File: src/rtl/fir_output_requantizer.sv
// rtl/fir_output_requantizer.sv - 64-bit FIR accumulator to 16-bit sample requantizer
// Decimates, rounds half-up by a fixed right shift, saturates, and counts clipped samples.
`timescale 1ns/1ps
module fir_output_requantizer #(
   parameter int DATA_IN_WIDTH  = 64,
   parameter int DATA_OUT_WIDTH = 16,
   parameter int SHIFT          = 31,
   parameter int DECIM          = 1,
   parameter int CNT_WIDTH      = 16
) (
   input  logic                             clk,
   input  logic                             reset_n,
   input  logic                             clear,
   input  logic                             in_valid,
   input  logic signed [DATA_IN_WIDTH-1:0]  data_in,
   output logic                             out_valid,
   output logic signed [DATA_OUT_WIDTH-1:0] data_out,
   output logic                             sat_flag,
   output logic [CNT_WIDTH-1:0]             sat_count
);

   localparam int SUM_W = DATA_IN_WIDTH + 1;
   localparam int PH_W  = (DECIM > 1) ? $clog2(DECIM) : 1;
   // Half an output LSB; collapses to zero when SHIFT is zero.
   localparam logic [SUM_W-1:0] RND     = (SUM_W'(1) << SHIFT) >> 1;
   localparam logic [PH_W-1:0]  PH_LAST = PH_W'(DECIM - 1);

   logic [PH_W-1:0]                phase;
   logic                           keep;
   logic signed [SUM_W-1:0]        sum;
   logic signed [SUM_W-1:0]        scaled;
   logic                           s1_valid;
   logic signed [SUM_W-1:0]        s1_data;
   logic                           fits;
   logic signed [DATA_OUT_WIDTH-1:0] sat_val;

   assign keep   = in_valid && !clear && (phase == '0);
   assign sum    = {data_in[DATA_IN_WIDTH-1], data_in} + RND;
   assign scaled = sum >>> SHIFT;

   // In range when every bit from the output sign bit upward matches.
   assign fits = (&s1_data[SUM_W-1:DATA_OUT_WIDTH-1]) || !(|s1_data[SUM_W-1:DATA_OUT_WIDTH-1]);

   always_comb begin
      sat_val = s1_data[DATA_OUT_WIDTH-1:0];
      if (!fits) begin
         if (s1_data[SUM_W-1])
            sat_val = {1'b1, {(DATA_OUT_WIDTH-1){1'b0}}};
         else
            sat_val = {1'b0, {(DATA_OUT_WIDTH-1){1'b1}}};
      end
   end

   always_ff @(posedge clk or negedge reset_n) begin
      if (!reset_n) begin
         phase <= '0;
      end else if (clear) begin
         phase <= '0;
      end else if (in_valid) begin
         phase <= (phase == PH_LAST) ? '0 : phase + PH_W'(1);
      end
   end

   always_ff @(posedge clk or negedge reset_n) begin
      if (!reset_n) begin
         s1_valid  <= 1'b0;
         s1_data   <= '0;
         out_valid <= 1'b0;
         data_out  <= '0;
         sat_flag  <= 1'b0;
         sat_count <= '0;
      end else if (clear) begin
         s1_valid  <= 1'b0;
         out_valid <= 1'b0;
         sat_flag  <= 1'b0;
         sat_count <= '0;
      end else begin
         s1_valid  <= keep;
         if (keep)
            s1_data <= scaled;
         out_valid <= s1_valid;
         if (s1_valid) begin
            data_out <= sat_val;
            if (!fits) begin
               sat_flag <= 1'b1;
               if (sat_count != '1)
                  sat_count <= sat_count + CNT_WIDTH'(1);
            end
         end
      end
   end

endmodule
File: config.mk
export PLATFORM = sky130hd
export DESIGN_NAME = fir_output_requantizer
export DESIGN_NICKNAME = d
export VERILOG_FILES = /design/src/rtl/fir_output_requantizer.sv
export SDC_FILE = /design/constraint.sdc
export NUM_CORES = 1
export LEC_CHECK = 0
export CORE_ASPECT_RATIO = 0.8
export CORE_UTILIZATION = 53
export DETAILED_ROUTE_END_ITERATION = 12
export GPL_TIMING_DRIVEN = 0
export PLACE_DENSITY = 0.86
export SLEW_MARGIN = 20
export SYNTH_ARGS = -nofsm -noshare
export SYNTH_HDL_FRONTEND = slang
export SYNTH_SLANG_ARGS = --single-unit
File: constraint.sdc
create_clock -name clk -period 6.05 [get_ports clk]
set_input_delay 1.21 -clock clk [delete_from_list [all_inputs] [get_ports clk]]
set_output_delay 1.21 -clock clk [all_outputs]
set_load 0.005 [all_outputs]
[Yosys cells after proc, flatten, opt, wreduce, memory -nomap -nowiden]
Index checks and enable logic that the tools add are counted.
Word-level totals
  register bits: 70
  input bits: 68
  logic and storage cells: 42
Cells by class
  equality and inequality tests: 2
  $add $sub $neg: 3
  muxes and demuxes: 14
  bitwise logic cells: 2
  reductions and logical operators: 14
Operator list (count)
  2-to-1 mux 16 bit: 6
  adder 64 x 32 -> 65 bit, second input constant: 1
  AND reduction 50 bit: 1
  OR reduction 50 bit: 1
  adder 16 x 1 -> 16 bit, second input constant: 1
  != test 16 bit, second input constant: 1
  2-to-1 mux 1 bit: 8
  AND reduction 2 bit: 3
  nonzero test 2 bit: 3
  AND reduction 3 bit: 1
  logical AND 1 bit: 2
  logical NOT 1 bit: 2
  != test 2 bit, second input constant: 1
  NOT 1 bit: 2
  adder 1 bit, second input constant: 1
  logical OR 1 bit: 1

[Depth between registers and ports, before layout]
  depth in word-level cells: 6
  gate-level depth with buffers: 7

[Worst setup path after synthesis]
OpenSTA, ideal clock, no wires.
  path type: input to register
  start point: in data_in[41]
  end point: reg s1_data[32]
  slack: 3.538 ns
  stages: 6
  arrival time: 2.388 ns
  setup time: 0.125 ns
  path buffers: 1
  cells stage by stage: and4_1 -> and4_1 -> clkbuf_1 -> nand4_1 -> xnor2_1 -> mux2_2
On the way
  longest elaborated chain between the ends: 1
Ends and longest elaborated chain
  start, declared: RTL line 15  | input logic signed [DATA_IN_WIDTH-1:0] data_in,
  adder 64 x 32 -> 65 bit: RTL line 38  | assign sum = {data_in[DATA_IN_WIDTH-1], data_in} + RND;
  end signal, assigned: RTL line 80  | s1_data <= scaled;
  end, declared: RTL line 33  | logic signed [SUM_W-1:0] s1_data;
Every way passes these cells.
A chain may end at the register's enable or synchronous reset.

[Worst setup path after layout]
  start point: in data_in[40]
  end point: reg s1_data[32]
The elaborated chain is that of the path after synthesis.

==> metrics.md <==
| Metric | Value |
|---|---|
| Area of the multi-input gates | 0.00193 mm^2 |
| Synth Area in Compound Gates | 0.110 |
| Worst endpoint required time | 6.28 ns |
| Worst skew pair latency | 0.35 ns |
| Max Slew Vio Count | 0 |
| Mapped Area | 0.00381 mm^2 |
| Layout fillers | 524 |
| Reg area | 0.00173 mm^2 |
| CTS max path bufs | 2 |
| Synth cell types | 40 |
| CTS tree | built |
| # IOs | 102 |
| Hold_buf cts | 0 |
| Global-route wire length before repair | 15.4 mm |
| RR Endpoint | sat_count[12]$_DFFE_PN0P_ |
| Starting DRT DRC Count | 155 |
| Delay of the slowest cell on the worst path | 0.54 ns |
| Post-synthesis xor/xnor area fraction | 0.0736 |
| Post-cts sizing count | 0 |
| Worst path most repeated cell | and4_1 |
| Initial core utilization | 0.550 |
| Yosys warns | 0 |
| Final Hold Viols | 0 |
| Final ANT Viol Nets | 0 |
| GPL Wtd Cong | 0.884 |
| Hold Crit Depth | 2 |
| Final setup vio count | 0 |
| Main flop type after synthesis | dfrtp_1 |
| Critical Path AT | 3.20 ns |
| Row cnt | 27 |
| Largest net degree at the start of global routing | 53 |
| Max_cap viols | 0 |
| Crit-path max FO | 8 |
| CP cell instances | clkdlybuf4s50_1 > and4_1 > and4_1 > clkbuf_1 > nand4_1 > xnor2_1 > mux2_2 |
| CORE AREA | 0.00693 mm^2 |
| Crit path buf inv count | 2 |
| CP delay by family, top | buffers and inverters |
| Worst-path clk slew | 0.07 ns |
| Tmin final | 2.97 ns |
| H-tree depth | 3 |
| DIE HEIGHT | 77.8 um |
| Slew Limit Headroom | 0.612 |
| HP Class | register to register |
| Largest family of logic cells by synthesized area | simple AND/OR/NAND/NOR gates |
| Post-Synthesis Cells | 391 |
| Clk sink count | 69 |
| RSZ-0062 raised after global routing | no |
| Vias in the first global route | 3144 |
| Hold Slack | 0.487 ns |
| Final Skew | 0.00957 ns |
| Most frequent cells after synthesis | 69 x dfrtp_1, 53 x nand2_1, 31 x o21ai_0 |
| Worst hold endpoint | s1_data[0]$_DFFE_PN0P_ |
| Worst VDD drop | 0.110 mV |
| Startpoint Class | input pin |
| Slowest CP cell | clkdlybuf4s50_1 |
| Number of iterations in the first detailed-routing pass | 7 |
| Wire per inst | 16.5 um |
| Clock buffer count from CTS | 9 |
| Share of layout cells above drive strength 1 | 0.0983 |
| Top cell type's share of synthesized area | 0.453 |
| Setup Buffers After CTS | 0 |
| Maximum clock rate | 336 MHz |
| Total GRT Usage | 0.260 |
| Average size of a mapped cell | 9.74 um^2 |
| IO Port Bufs | 71 |
| Post-synth top area cell | dfrtp_1 |
| P per Cell Area | 236 mW/mm^2 |
| Leakage power total | 0.00197 uW |
| Post-synthesis simple-gate area fraction | 0.271 |
| Die width | 96.8 um |
| Initial antenna violation count | 0 |
| Top-count cell post-synth | dfrtp_1 |
| Layout Nets | 544 |
| Final worst-path cycle share | 0.491 |
| Root Buffer | clkbuf_8 |
| N_diodes | 0 |
| Die area | 0.00753 mm^2 |
| Post-Synth Adder-Cell Area | 0.00657 |
| Hold wc startpoint | s1_data[0]$_DFFE_PN0P_ |
| R2r setup slk | 3.69 ns |
| EDFF count, synth | 0 |
| Area growth, synth to finish | 27.8% |
| Async set-or-reset flop fraction in the synthesized netlist | 1.00 |
| CP endpoint kind | register |
| DR vias/cell | 5.92 |
| Fin Setup TNS | 0 ns |
| Least-Margin Pin Slew | 0.577 ns |
| Post-synthesis mux area share | 0.0450 |
| Dpl hpwl | 6.87 mm |
| Via count | 3343 |
| Register area share after synthesis | 0.453 |
| Synth top area cells | dfrtp_1 45%, nand2_1 5.2%, xor2_1 4.4%, o21ai_0 4.1%, a221o_1 3.9% |
| Total congestion overflow | 0 |
| FF-to-FF Start | sat_count[0]$_DFFE_PN0P_ |
| Detailed Route WL | 9.33 mm |
| Yosys reg bits | 69 |
| Final routed DRC violation total | 0 |
| Reg2Reg Depth | 6 |
| Critical Setup Path Class | input pin to register |
| Syn Nets | 461 |
| Status | complete, no violations |
==> layer usage <==
layer	wire, um	share of wire	track usage
met1	4300	0.46	0.349
met3	435	0.047	0.0532
met5	0	0	0
met2	4430	0.47	0.415
met4	162	0.017	0.101
==> cells in the final DEF, fill, tap and decap left out, types with 8 or more instances in the layout <==
cell / instances
a221o_1: 15
and3_1: 11
and4_1: 10
clkbuf_1: 21
clkbuf_8: 10
clkdlybuf4s50_1: 70
dfrtp_1: 69
inv_1: 8
nand2_1: 53
nand3_1: 19
nand4_1: 23
nor2_1: 14
nor2b_1: 9
nor4_1: 10
o21ai_0: 31
xnor2_1: 13
xor2_1: 19
==> area by class of cell <==
class	instances	area share
well taps	87	0.0224
flip-flops and latches	69	0.355
repair buffers	72	0.151
plain buffers	26	0.0254
clock buffers	11	0.0290
inverters	8	0.00617
multi-input cells	288	0.396
clock inverters	4	0.0149
==> stage by stage <==
stage | power, uW | instances | instance area [um^2] | util | setup WS, ns
2_1_floorplan | 625 | 391 | 3810 | - | 3.54
3_3_place_gp | 730 | 549 | 4630 | 0.668 | 1.61
3_5_place_dp | 742 | 550 | 4650 | 0.672 | 2.74
4_1_cts | 1150 | 565 | 4870 | 0.703 | 3.10
5_1_grt | 1190 | 565 | 4870 | 0.703 | 2.96
6_report | 1150 | 565 | 4870 | 0.703 | 3.08
==> flip-flops by register name, summed over array words and instances (netlist names) <==
register,count
data_out,16
out_valid,1
s1_data,34
s1_valid,1
sat_count,16
sat_flag,1
==> worst min-delay path, delay by kind of cell, from the launching register on <==
family	cells	cell delay, ns
DFF	1	0.35
and+or+nand+nor	2	0.10
==> power by group <==
part	switching [uW]	internal, uW
Combinational	79.3	105
Sequential	36.2	513
Clock	174	241
Total	289	859
==> kinds of logic after synthesis <==
group	Yosys count
xor gates and xnor gates	32
AOI/OAI and AO/OA	61
and+or+nand+nor	180
DFF	69
muxes	13
adders and majority gates	2
buffers and inverters	34
==> worst max-delay path by stage <==
stage,end,startpoint,cells past startpoint,slack [ns]
finish,s1_data[32]$_DFFE_PN0P_,data_in[40],7,3.08
global route,s1_data[18]$_DFFE_PN0P_,data_in[32],7,2.96
CTS,s1_data[32]$_DFFE_PN0P_,data_in[41],7,3.10
detailed placement,s1_data[32]$_DFFE_PN0P_,data_in[41],7,2.74
global placement,s1_data[28]$_DFFE_PN0P_,reset_n,1,1.61
floorplan,s1_data[32]$_DFFE_PN0P_,data_in[41],6,3.54
No activity file was read; power rests on OpenSTA's default activity.
